--- src/rtl/sap_controller_sequencer_if.sv ---
// ----------------------------------------------------------------------------
// sap_controller_sequencer_if
//   Bundle between the SAP-1 control sequencer and the datapath it drives.
//   Carries the run/instruction inputs and the full control word plus status.
//
//   modport master : datapath / environment side (drives run and instruction,
//                    observes the control word, t_state and halted)
//   modport slave  : the sequencer itself (consumes run and instruction,
//                    produces the control word, t_state and halted)
// ----------------------------------------------------------------------------
interface sap_controller_sequencer_if;
   logic       run;
   logic [3:0] instruction;
   logic       pc_inc;
   logic       pc_to_bus;
   logic       load_mar;
   logic       ram_to_bus;
   logic       load_ir;
   logic       ir_to_bus;
   logic       load_a;
   logic       a_to_bus;
   logic       alu_sub;
   logic       alu_to_bus;
   logic       load_b;
   logic       load_out;
   logic [5:0] t_state;
   logic       halted;

   modport master (
      output run, instruction,
      input  pc_inc, pc_to_bus, load_mar, ram_to_bus, load_ir, ir_to_bus,
      input  load_a, a_to_bus, alu_sub, alu_to_bus, load_b, load_out,
      input  t_state, halted
   );

   modport slave (
      input  run, instruction,
      output pc_inc, pc_to_bus, load_mar, ram_to_bus, load_ir, ir_to_bus,
      output load_a, a_to_bus, alu_sub, alu_to_bus, load_b, load_out,
      output t_state, halted
   );
endinterface

--- src/rtl/sap_controller_sequencer.sv ---
// ----------------------------------------------------------------------------
// sap_controller_sequencer
//   SAP-1 control unit. Steps a six-state ring (T1-T3 fetch, T4-T6 execute)
//   and decodes the opcode into the control word for PC, MAR, RAM, IR, A,
//   ALU, B and OUT. HLT parks the sequencer in a sticky HALT state that only
//   reset_n leaves.
//
//   clock    : rising-edge clock
//   reset_n  : asynchronous active-low reset, returns to IDLE
//   bus      : slave side of sap_controller_sequencer_if
//                run, instruction            -> in
//                control word, t_state, halted <- out
// ----------------------------------------------------------------------------
module sap_controller_sequencer (
   input  logic                             clock,
   input  logic                             reset_n,
   sap_controller_sequencer_if.slave        bus
);

   localparam logic [3:0] OP_LDA = 4'b0000;
   localparam logic [3:0] OP_ADD = 4'b0001;
   localparam logic [3:0] OP_SUB = 4'b0010;
   localparam logic [3:0] OP_OUT = 4'b1110;
   localparam logic [3:0] OP_HLT = 4'b1111;

   // Bit positions inside the packed control word.
   localparam int C_CP = 11;
   localparam int C_EP = 10;
   localparam int C_LM = 9;
   localparam int C_CE = 8;
   localparam int C_LI = 7;
   localparam int C_EI = 6;
   localparam int C_LA = 5;
   localparam int C_EA = 4;
   localparam int C_SU = 3;
   localparam int C_EU = 2;
   localparam int C_LB = 1;
   localparam int C_LO = 0;

   typedef enum logic [2:0] {
      S_IDLE = 3'd0,
      S_T1   = 3'd1,
      S_T2   = 3'd2,
      S_T3   = 3'd3,
      S_T4   = 3'd4,
      S_T5   = 3'd5,
      S_T6   = 3'd6,
      S_HALT = 3'd7
   } state_t;

   state_t      state_q;
   logic [3:0]  opcode_q;
   logic [11:0] ctrl_s;
   logic [5:0]  t_state_s;

   // Ring sequencing; opcode is captured on the edge leaving T4 so that
   // T5/T6 no longer depend on the IR contents.
   always_ff @(posedge clock or negedge reset_n) begin
      if (!reset_n) begin
         state_q  <= S_IDLE;
         opcode_q <= 4'b0000;
      end else begin
         case (state_q)
            S_IDLE: if (bus.run) state_q <= S_T1;
            S_T1:   if (bus.run) state_q <= S_T2;
            S_T2:   if (bus.run) state_q <= S_T3;
            S_T3:   if (bus.run) state_q <= S_T4;
            S_T4: begin
               if (bus.run) begin
                  opcode_q <= bus.instruction;
                  state_q  <= (bus.instruction == OP_HLT) ? S_HALT : S_T5;
               end
            end
            S_T5:   if (bus.run) state_q <= S_T6;
            S_T6:   if (bus.run) state_q <= S_T1;
            S_HALT: state_q <= S_HALT;   // run is ignored here
            default: state_q <= S_IDLE;
         endcase
      end
   end

   // Control-word decode. run=0 blanks everything so a frozen state never
   // repeats a load or increment; T4 uses the live opcode, T5/T6 the latch.
   always_comb begin
      ctrl_s = 12'h000;
      if (bus.run) begin
         case (state_q)
            S_T1: begin
               ctrl_s[C_EP] = 1'b1;
               ctrl_s[C_LM] = 1'b1;
            end
            S_T2: ctrl_s[C_CP] = 1'b1;
            S_T3: begin
               ctrl_s[C_CE] = 1'b1;
               ctrl_s[C_LI] = 1'b1;
            end
            S_T4: begin
               case (bus.instruction)
                  OP_LDA, OP_ADD, OP_SUB: begin
                     ctrl_s[C_EI] = 1'b1;
                     ctrl_s[C_LM] = 1'b1;
                  end
                  OP_OUT: begin
                     ctrl_s[C_EA] = 1'b1;
                     ctrl_s[C_LO] = 1'b1;
                  end
                  default: ctrl_s = 12'h000;
               endcase
            end
            S_T5: begin
               case (opcode_q)
                  OP_LDA: begin
                     ctrl_s[C_CE] = 1'b1;
                     ctrl_s[C_LA] = 1'b1;
                  end
                  OP_ADD, OP_SUB: begin
                     ctrl_s[C_CE] = 1'b1;
                     ctrl_s[C_LB] = 1'b1;
                  end
                  default: ctrl_s = 12'h000;
               endcase
            end
            S_T6: begin
               case (opcode_q)
                  OP_ADD: begin
                     ctrl_s[C_EU] = 1'b1;
                     ctrl_s[C_LA] = 1'b1;
                  end
                  OP_SUB: begin
                     ctrl_s[C_SU] = 1'b1;
                     ctrl_s[C_EU] = 1'b1;
                     ctrl_s[C_LA] = 1'b1;
                  end
                  default: ctrl_s = 12'h000;
               endcase
            end
            default: ctrl_s = 12'h000;
         endcase
      end else begin
         ctrl_s = 12'h000;
      end
   end

   // One-hot T-state view; stays visible while run=0 freezes the ring.
   always_comb begin
      t_state_s = 6'b000000;
      case (state_q)
         S_T1:    t_state_s = 6'b000001;
         S_T2:    t_state_s = 6'b000010;
         S_T3:    t_state_s = 6'b000100;
         S_T4:    t_state_s = 6'b001000;
         S_T5:    t_state_s = 6'b010000;
         S_T6:    t_state_s = 6'b100000;
         default: t_state_s = 6'b000000;
      endcase
   end

   assign bus.pc_inc     = ctrl_s[C_CP];
   assign bus.pc_to_bus  = ctrl_s[C_EP];
   assign bus.load_mar   = ctrl_s[C_LM];
   assign bus.ram_to_bus = ctrl_s[C_CE];
   assign bus.load_ir    = ctrl_s[C_LI];
   assign bus.ir_to_bus  = ctrl_s[C_EI];
   assign bus.load_a     = ctrl_s[C_LA];
   assign bus.a_to_bus   = ctrl_s[C_EA];
   assign bus.alu_sub    = ctrl_s[C_SU];
   assign bus.alu_to_bus = ctrl_s[C_EU];
   assign bus.load_b     = ctrl_s[C_LB];
   assign bus.load_out   = ctrl_s[C_LO];
   assign bus.t_state    = t_state_s;
   assign bus.halted     = (state_q == S_HALT);

endmodule

--- src/flat_wrapper.sv ---
// flat-port wrapper written by rule: the top's interface ports become plain ports
module sap_controller_sequencer_flat 
  (clock, reset_n, bus_run, bus_instruction, bus_pc_inc, bus_pc_to_bus, bus_load_mar, bus_ram_to_bus, bus_load_ir, bus_ir_to_bus, bus_load_a, bus_a_to_bus, bus_alu_sub, bus_alu_to_bus, bus_load_b, bus_load_out, bus_t_state, bus_halted);
  sap_controller_sequencer_if bus_i ();
  input  logic clock;
  input  logic reset_n;
  input wire logic [$bits(bus_i.run)-1:0] bus_run;
  input wire logic [$bits(bus_i.instruction)-1:0] bus_instruction;
  output wire logic [$bits(bus_i.pc_inc)-1:0] bus_pc_inc;
  output wire logic [$bits(bus_i.pc_to_bus)-1:0] bus_pc_to_bus;
  output wire logic [$bits(bus_i.load_mar)-1:0] bus_load_mar;
  output wire logic [$bits(bus_i.ram_to_bus)-1:0] bus_ram_to_bus;
  output wire logic [$bits(bus_i.load_ir)-1:0] bus_load_ir;
  output wire logic [$bits(bus_i.ir_to_bus)-1:0] bus_ir_to_bus;
  output wire logic [$bits(bus_i.load_a)-1:0] bus_load_a;
  output wire logic [$bits(bus_i.a_to_bus)-1:0] bus_a_to_bus;
  output wire logic [$bits(bus_i.alu_sub)-1:0] bus_alu_sub;
  output wire logic [$bits(bus_i.alu_to_bus)-1:0] bus_alu_to_bus;
  output wire logic [$bits(bus_i.load_b)-1:0] bus_load_b;
  output wire logic [$bits(bus_i.load_out)-1:0] bus_load_out;
  output wire logic [$bits(bus_i.t_state)-1:0] bus_t_state;
  output wire logic [$bits(bus_i.halted)-1:0] bus_halted;
  assign bus_i.run = bus_run;
  assign bus_i.instruction = bus_instruction;
  assign bus_pc_inc = bus_i.pc_inc;
  assign bus_pc_to_bus = bus_i.pc_to_bus;
  assign bus_load_mar = bus_i.load_mar;
  assign bus_ram_to_bus = bus_i.ram_to_bus;
  assign bus_load_ir = bus_i.load_ir;
  assign bus_ir_to_bus = bus_i.ir_to_bus;
  assign bus_load_a = bus_i.load_a;
  assign bus_a_to_bus = bus_i.a_to_bus;
  assign bus_alu_sub = bus_i.alu_sub;
  assign bus_alu_to_bus = bus_i.alu_to_bus;
  assign bus_load_b = bus_i.load_b;
  assign bus_load_out = bus_i.load_out;
  assign bus_t_state = bus_i.t_state;
  assign bus_halted = bus_i.halted;
  sap_controller_sequencer u_core (.clock(clock), .reset_n(reset_n), .bus(bus_i));
endmodule
--- config.mk ---
export PLATFORM = sky130hd
export DESIGN_NAME = sap_controller_sequencer_flat
export DESIGN_NICKNAME = d
export VERILOG_FILES = /design/src/rtl/sap_controller_sequencer_if.sv /design/src/rtl/sap_controller_sequencer.sv /design/src/flat_wrapper.sv
export SDC_FILE = /design/constraint.sdc
export NUM_CORES = 1
export LEC_CHECK = 0
export ABC_CLOCK_PERIOD_IN_PS = 1500
export CELL_PAD_IN_SITES_DETAIL_PLACEMENT = 2
export CELL_PAD_IN_SITES_GLOBAL_PLACEMENT = 2
export CORE_MARGIN = 2
export CORE_UTILIZATION = 21
export CTS_BUF_LIST = sky130_fd_sc_hd__clkbuf_16
export DETAILED_ROUTE_END_ITERATION = 16
export PLACE_DENSITY = 0.72
export SYNTH_ARGS = -nofsm -noshare
export SYNTH_HDL_FRONTEND = slang
export SYNTH_SLANG_ARGS = --single-unit
--- constraint.sdc ---
create_clock -name clock -period 1.5 [get_ports clock]
set_input_delay 0.225 -clock clock [delete_from_list [all_inputs] [get_ports clock]]
set_output_delay 0.225 -clock clock [all_outputs]
set_load 0.03 [all_outputs]
* Word-level counts from Yosys, hierarchy flattened *
Cells that the tools add are included.

operators by class
  equal/unequal tests = 19
  muxes and demuxes = 20
  reductions and logical operators = 9

operators by type and width
  kind                                                                     count
  6-bit one-hot mux with 6 select lines                                    1
  3-bit one-hot mux with 7 select lines                                    1
  7-bit one-hot mux with 3 select lines                                    1
  3-bit 2-to-1 mux                                                         6
  3-bit equality test, second input constant                               4
  12-bit 2-to-1 mux                                                        1
  2-bit inequality test, second input constant                             5
  4-bit by 1-bit equality test with 1-bit output, second input constant    2
  4-bit by 2-bit equality test with 1-bit output, second input constant    2
  4-bit equality test, second input constant                               2
  4-bit logical NOT                                                        2
  2-bit one-hot mux with 2 select lines                                    2
  1-bit 2-to-1 mux                                                         7
  3-bit by 2-bit equality test with 1-bit output, second input constant    2
  6-bit AND reduction                                                      1
  3-bit OR reduction                                                       2
  2-bit OR reduction                                                       2
  3-bit by 1-bit equality test with 1-bit output, second input constant    1
  3-bit logical NOT                                                        1
  2-bit 2-to-1 mux                                                         1
  2-bit by 1-bit inequality test with 1-bit output, second input constant  1
  2-bit AND reduction                                                      1

word-level totals
  bits of input ports = 7
  logic and storage cells = 50
  register bits after elaboration = 7
  output and inout bits = 19

* Depth between registers and ports, before layout *
Gate-level depths: netlist (run 1).

  word-level depth = 5
  depth in mapped cells = 4
  gate-level depth less buffers = 3

* Worst setup path after synthesis (run 1) *
No wires, ideal clock.

  kind = flip-flop to output port
  start = register u_core.state_q[0]
  end = output bus_load_out
  data required time = 1.275 ns
  buffers on the path = 1
  data arrival time = 2.046 ns
  slack = -0.771 ns
  stages on the path, launching flop included = 5
  cells stage by stage = dfrtp_1 > nor3b_4 > nand2_2 > nor3_1 > buf_4

between the ends
  word-level cells in the longest chain between the ends = 3
  elaborated cells on any way between the ends = 5
  classes of those cells = 3 x eq/ne; 2 x mux

ends and longest elaborated chain
  item                                       line                            text
  from (decl)                                sap_controller_sequencer.sv:51  state_t state_q;
  from (signal assigned)                     sap_controller_sequencer.sv:71  state_q <= (bus.instruction == OP_HLT) ? S_HALT : S_T5;
  3-bit equality test                        sap_controller_sequencer.sv:87  case (state_q)
  7-bit one-hot mux with 3 select lines (*)  sap_controller_sequencer.sv:87
  12-bit 2-to-1 mux (*)                      sap_controller_sequencer.sv:86  if (bus.run) begin
  to (decl)                                  flat_wrapper.sv:20              output wire logic [$bits(bus_i.load_out)-1:0] bus_load_out;

Mark *: on every way between the ends. The rest lies on a longest branch, timed or not.

* Worst setup path in the final report (run 1) *
  start = register u_core.state_q[1]
  end = output bus_load_a

between the ends
  word-level cells in the longest chain between the ends = 3
  elaborated cells on any way between the ends = 5
  classes of those cells = 3 x eq/ne; 2 x mux

ends and longest elaborated chain
  item                                       line                            text
  3-bit equality test                        sap_controller_sequencer.sv:87
  7-bit one-hot mux with 3 select lines (*)  sap_controller_sequencer.sv:87
  12-bit 2-to-1 mux (*)                      sap_controller_sequencer.sv:86
  to (decl)                                  flat_wrapper.sv:15              output wire logic [$bits(bus_i.load_a)-1:0] bus_load_a;

Marks and branches as above.

==> metrics.cfg, run 1 <==
[sta]
setup_viol=12
hold_viol=0
fin_skew_ps=2.89
fin_crit_ps=1650
rsz0062_at_grt=true
relSlewSlack=0.768
slew_violations=0
timing.final.crit_share=1.10
fmax_ghz=0.605
fin_setup_tns_ps=-1100
setup_ws_ps=-153
worstMarginPinSlew_ps=348

[run]
cap_violations=0

[yosys]
synth-seq-cells=7
syn-num-nets=71
seq_area_frac_synth=0.318
synth_cells=64
ys_types=29
synth_top_area_share=0.318
ys.warnings.count=0
syn_area_sq_um=551
synth_top_cell_by_area=dfrtp_1
synth_area_leaders=dfrtp_1 (32%), mux2_2 (10%), nor2_1 (8.9%)
synth.avg_cell_area_sq_um=8.60

[cells_and_area]
drive_gt1_frac=0.641
stdcell_count=133
final_common_cell=buf_4
num_antenna_cells=0
multi_input_area_sq_um=408
nets=111
regArea_sq_um=178
fillers=277
final_cell_mix=buf_4 (21), buf_6 (13), nor2_1 (10)
syn2layout_area_growth_pct=94.3

[cts]
h-tree-depth=1
hold_buffers=0
cts_tree=done
cts_max_path_buffers=2
clock_latency_ps=230
cts-buffers-inserted=3
clkTransAtPathRegs_ps=40
clkSinkCount=7
root_buffer=clkbuf_16

[die]
fp.dieW_um=55.2
start_util=0.222
io_pins=26
core_area_sq_um=2480
die-area_sq_um=3050
rows=18
die_h_um=55.2

[setup_path]
cp_max_fo=4
endpoint_kind=output port
worstSetupPathType=reg -> out
required_ps=1270
cp_data_arrival_time_ps=1430
r2r_slack_ps=130
start_kind=flip-flop
r2r_start=u_core.state_q[0]$_DFFE_PN0P_
crit_path_start=u_core.state_q[1]$_DFFE_PN0P_

[place]
port_buffers=25
place_inst=125
gp_congestion=0.704
dpl.hpwl_um=1540
dp_slack_ps=-243

[routing]
drt-pass1-iter-count=2
first_iter_violations=8
wl_per_cell_um=14.6
ant_nets=0
wl_um=1940
drc=0
vias=626
routed_via_density=4.71

[power_and_ir_drop]
peakVddDrop_mv=1.03
p_total_uw=2180
leakage_uw=0.000499
p_per_area_nw_per_um2=2040

[global_route]
antenna_found_initial=0
grt_max_degree=9
grt_use_total=0.138
grt_pass1_wl_um=3330
first_global_vias=692
grt_overflow=0

[hold_path]
worstHoldPathType=in -> async

[outcome]
outcome=complete, but fails checks
violations=negative setup slack

area by class of cell:
| type | instances | area share |
|---|---|---|
| Clock buffer | 3 | 0.0702 |
| Clock inverter | 1 | 0.00351 |
| Inverter | 2 | 0.00936 |
| Multi-Input combinational cell | 50 | 0.381 |
| Sequential cell | 7 | 0.166 |
| Tap cell | 30 | 0.0351 |
| Timing Repair Buffer | 40 | 0.335 |
timing repair:
| item | 4_1_cts | 5_1_grt |
|---|---|---|
| pin swaps | 7 | 3 |
| setup buffers | 3 | 1 |
| endpoints found under the setup margin | 16 | 19 |
| resized for setup | 23 | 12 |
cell usage after synthesis (all sizes together):
cell type,n
nor4,1
nor2b,4
dfrtp,7
nand2,6
and3,2
nand2b,2
and2,1
o311a,1
inv,2
and4bb,1
nand3,1
o21ai,2
or3,1
o22ai,1
a21o,1
a21boi,1
a21oi,1
nor3,2
nor3b,2
mux2,5
buf,5
a211oi,1
or2b,1
nor2,13
worst max-delay path: stages (launching register included):
cell	delay, ps
dfrtp_1	420
nand2b_4	170
or3_4	340
a21boi_4	130
buf_6	140
per-stage QoR:
step,hold slack (ps),instance area (sq um),util
5_1_grt,296,1070,0.432
6_report,269,1070,0.432
2_1_floorplan,-70.6,601,-
4_1_cts,281,1030,0.416
3_5_place_dp,495,880,0.355
3_3_place_gp,483,880,0.355
report_power, final:
part	switching, uW	leakage [uW]	internal, uW
combinational	683	0.000377	637
clock	98.9	0.0000423	346
sequential	126	0.0000795	288
total	908	0.000499	1270
layer usage:
metal	vias up	part of all wire	wire, um	GRT usage
met5	-	0	0	0
met4	0	0.0067	13	0.0523
met3	2	0.033	64	0.0211
met2	16	0.54	1050	0.247
met1	312	0.42	809	0.166
li1	296	-	-	-
cell families (layout without fill, tap and decap cells):
kind of cell	after synthesis	in the layout	share of synthesized area
flops	7	7	0.318
simple gates	37	37	0.395
compound gates	8	8	0.0977
mux	5	5	0.102
buf+inv	7	46	0.0864
worst paths after layout:
path	to	cells after the start
setup / recovery	bus_load_a	4
hold / removal	u_core.state_q[1]$_DFFE_PN0P_	1
setup reg to reg	u_core.opcode_q[0]$_DFFE_PN0P_	4
hold reg to reg	u_core.opcode_q[2]$_DFFE_PN0P_	1
max in group asynchronous	asynchronous set/reset pin	1
min in group clock	u_core.opcode_q[1]$_DFFE_PN0P_	2
Power figures use the tool's default switching activity.
==> run 2, diff against run 1 <==
Settings changed: SKIP_LAST_GASP from default to 1.
==> metrics.cfg, run 2 (synthesis results as in run 1) <==
[power_and_ir_drop]
p_total_uw=2190
p_comb_frac=0.606
intPower_uw=1270
seqPwrFrac=0.192
p_per_area_nw_per_um2=2050
swShare=0.418
p_switching_uw=914
p_clk_frac=0.203
peakVddDrop_mv=1.05
leakage_uw=0.000503

[setup_path]
cp_slowest_cell=dfrtp_2
endpoint_kind=output port
path_buf_inv=1
worstPathCellList=nand2b_4, or3_4, a21boi_4, buf_6
rr_endpoint=u_core.opcode_q[0]$_DFFE_PN0P_
start_kind=flip-flop
crit_family=simple AND/OR/NAND/NOR gates
cpPeakStageDelay_ps=430
cp_max_fo=4
r2r_start=u_core.state_q[0]$_DFFE_PN0P_
required_ps=1270
worst_r2r_path_depth=4
worstSetupPathType=reg -> out
r2r_slack_ps=140
cp_data_arrival_time_ps=1420

[cells_and_area]
final_common_cell=buf_4
syn2layout_area_growth_pct=93.9
final_cell_mix=buf_4 (22), buf_6 (12), nor2_1 (9)
fillers=276
nets=111
drive_gt1_frac=0.650
num_antenna_cells=0

[cts]
clkSinkCount=7
clkTransAtPathRegs_ps=40
root_buffer=clkbuf_16
cts-buffers-inserted=3
cts_tree=done
h-tree-depth=1
cts_max_path_buffers=2
clock_latency_ps=230

[routing]
drc=0
wl_per_cell_um=14.9
drt-pass1-iter-count=4
routed_via_density=4.70
first_iter_violations=7
ant_nets=0
vias=625
wl_um=1980

[hold_path]
worstHoldPathType=in -> async

[place]
dp_slack_ps=-243
port_buffers=25
gp_congestion=0.704
dpl.hpwl_um=1540

[die]
die-area_sq_um=3050
core_area_sq_um=2480
start_util=0.222
die_h_um=55.2
rows=18
fp.dieW_um=55.2
io_pins=26

[global_route]
grt_use_total=0.138
grt_pass1_wl_um=3330
grt_max_degree=9
antenna_found_initial=0
first_global_vias=691
grt_overflow=0

[sta]
timing.final.crit_share=1.10
setup_ws_ps=-149
worstMarginPinSlew_ps=353
hold_ws_ps=272
slew_violations=0
setup_viol=13
rsz0062_at_grt=true
fin_crit_ps=1650
relSlewSlack=0.764
fmax_ghz=0.607
fin_skew_ps=1.98
hold_viol=0

[run]
cap_violations=0

[outcome]
outcome=complete, but fails checks
violations=negative setup slack

run 2: how the worst max path moves through the flow:
stage	cells after the start	to	slack [ps]	from
CTS	4	bus_load_a	-170	u_core.state_q[1]$_DFFE_PN0P_
detailed placement	5	bus_alu_to_bus	-240	bus_run
global placement	5	bus_ram_to_bus	-200	bus_run
global route	4	bus_alu_to_bus	-210	u_core.state_q[0]$_DFFE_PN0P_
floorplan	4	bus_load_out	-320	u_core.state_q[1]$_DFFE_PN0P_
finish	4	bus_load_a	-150	u_core.state_q[1]$_DFFE_PN0P_
run 2: power groups by stage:
| stage | clock network [uW] | logic, uW | registers (uW) |
|---|---|---|---|
| detailed placement | 0 | 1160 | 402 |
| finish | 443 | 1330 | 419 |
| global route | 472 | 1430 | 438 |
| floorplan | 0 | 800 | 347 |
| CTS | 453 | 1240 | 409 |
| global placement | 0 | 1130 | 391 |
run 2: layer usage:
metal  track usage  wire length [um]
met3        0.0211                65
met2         0.247              1070
met1         0.166               832
met5             0                 0
met4        0.0523                 8
run 2: what timing repair did:
item                                    4_1_cts  5_1_grt
buffers inserted                              3        2
resized for setup                            21       15
pin swaps                                     7        1
hold buffers                                  0        0
endpoints found under the setup margin       16       19
run 2: layout make-up:
type	count	area (sq um)	area share
clock buffers	3	75.1	0.0703
clock inverters	1	3.75	0.00352
inverters	2	10.0	0.00938
multi-input cells	50	408	0.382
flip-flops and latches	7	179	0.168
well taps	30	37.5	0.0352
repair buffers	40	354	0.332
run 2: through the flow:
stage,cell area (sq um),TNS (ps),util,std cells
floorplan,601,-478,-,64
global placement,880,-1780,0.355,125
detailed placement,880,-2060,0.355,125
CTS,1020,-1190,0.413,132
global route,1070,-1910,0.431,133
finish,1070,-1100,0.431,133
==> run 3, diff against run 2 <==
Settings changed: ABC_CLOCK_PERIOD_IN_PS 1500 to 1400, CORE_UTILIZATION 21 to 19, PLACE_DENSITY 0.72 to 0.69, SETUP_SLACK_MARGIN from default to 0.05.
Clock period 1.5 ns to 1.4 ns, I/O delays scaled along.
==> metrics.cfg, run 3 (synthesis results as in run 1) <==
[setup_path]
endpoint_kind=output port
required_ps=1190
cp_max_fo=4
worstSetupPathType=reg -> out
worstPathCellList=nand2b_4, or3_4, a21boi_4, buf_6
start_kind=flip-flop
cp_slowest_cell=dfrtp_2
cpPeakStageDelay_ps=430
cp_data_arrival_time_ps=1430

[cts]
hold_buffers=0
clkSinkCount=7
root_buffer=clkbuf_16
cts_tree=done
cts_max_path_buffers=2
clkTransAtPathRegs_ps=40
cts-buffers-inserted=3
clock_latency_ps=230
h-tree-depth=1

[sta]
worstMarginPinSlew_ps=342
fin_crit_ps=1640
fin_skew_ps=3.61
slew_violations=0
hold_viol=0
setup_viol=23
timing.final.crit_share=1.17
setup_ws_ps=-242
fmax_ghz=0.609
rsz0062_at_grt=true
relSlewSlack=0.771

[routing]
drt-pass1-iter-count=2
first_iter_violations=7
drc=0
wl_per_cell_um=15.4
ant_nets=0
wl_um=2140
vias=634
routed_via_density=4.56

[cells_and_area]
stdcell_count=139
num_antenna_cells=0
syn2layout_area_growth_pct=121
final_common_cell=buf_6
final_cell_mix=buf_6 (20), buf_4 (19), nor2_4 (7)
fin_util=0.442
nets=116
fin_area_sq_um=1220
drive_gt1_frac=0.778

[place]
dpl.hpwl_um=1510
gp_congestion=0.726
place_inst=130
post_dp_cell_area_sq_um=932
port_buffers=25

[die]
start_util=0.200
core_area_sq_um=2760
rows=19
fp.dieW_um=57.8
die-area_sq_um=3340
die_h_um=57.8
io_pins=26

[global_route]
first_global_vias=712
grt_pass1_wl_um=3330
antenna_found_initial=0
grt_max_degree=9
grt_overflow=0
grt_use_total=0.131

[outcome]
violations=negative setup slack
outcome=complete, but fails checks

[power_and_ir_drop]
p_per_area_nw_per_um2=2160
peakVddDrop_mv=1.41
leakage_uw=0.000543

[run]
cap_violations=0

[hold_path]
worstHoldPathType=in -> async

==> run 3: final timing paths <==
check | from | end | slack [ps] | cells past startpoint
setup / recovery | u_core.state_q[1]$_DFFE_PN0P_ | bus_load_a | -240 | 4
hold / removal | reset_n | u_core.opcode_q[2]$_DFFE_PN0P_ | 250 | 1
setup reg to reg | u_core.state_q[0]$_DFFE_PN0P_ | u_core.opcode_q[3]$_DFFE_PN0P_ | -80 | 5
hold reg to reg | u_core.opcode_q[2]$_DFFE_PN0P_ | u_core.opcode_q[2]$_DFFE_PN0P_ | 500 | 1
max in group asynchronous | reset_n | u_core.state_q[1]$_DFFE_PN0P_ | 870 | 1
min in group clock | bus_instruction[0] | u_core.opcode_q[0]$_DFFE_PN0P_ | 420 | 3
==> run 3: critical path: cells and delay by family (launching register included) <==
kind / cells / cell delay [ps]
buffers and inverters: 1 / 140
flip-flops: 1 / 430
AO/OA/AOI/OAI: 1 / 130
AND/OR/NAND/NOR: 2 / 500
==> run 3: layout make-up <==
class | instances | area, sq um
Fill cell | 300 | 1540
Multi-Input combinational cell | 50 | 488
Timing Repair Buffer | 45 | 425
Sequential cell | 7 | 179
Clock buffer | 3 | 75.1
Tap cell | 31 | 38.8
Inverter | 2 | 7.51
Clock inverter | 1 | 5.00
==> run 3: stage by stage <==
| step | worst slack (ps) | TNS (ps) | hold WS, ps | power, uW |
|---|---|---|---|---|
| 6_report | -242 | -2810 | 250 | 2640 |
| 2_1_floorplan | -406 | -784 | -85.6 | 1270 |
| 4_1_cts | -250 | -2550 | 263 | 2480 |
| 3_5_place_dp | -269 | -2930 | 498 | 1730 |
| 5_1_grt | -285 | -4140 | 284 | 2800 |
| 3_3_place_gp | -247 | -2870 | 493 | 1690 |
==> run 3: timing repair <==
action | in CTS | in global routing
gates resized for setup | 38 | 15
endpoints found under the setup margin | 24 | 24
pin swaps | 9 | 3
buffers inserted | 3 | 3
==> run 3: power breakdown <==
group	switching, uW	internal [uW]	total [uW]	leakage [uW]
combinational	868	829	1700	0.000423
clock	113	375	488	0.0000409
sequential	140	311	452	0.0000787
total	1120	1520	2640	0.000543
==> run 3: per-layer routing <==
layer / vias up / global-route usage / wire, um
met5: - / 0 / 0
met4: 0 / 0.0399 / 8
met3: 2 / 0.0357 / 76
met2: 16 / 0.231 / 1210
met1: 313 / 0.156 / 838
li1: 303 / - / -
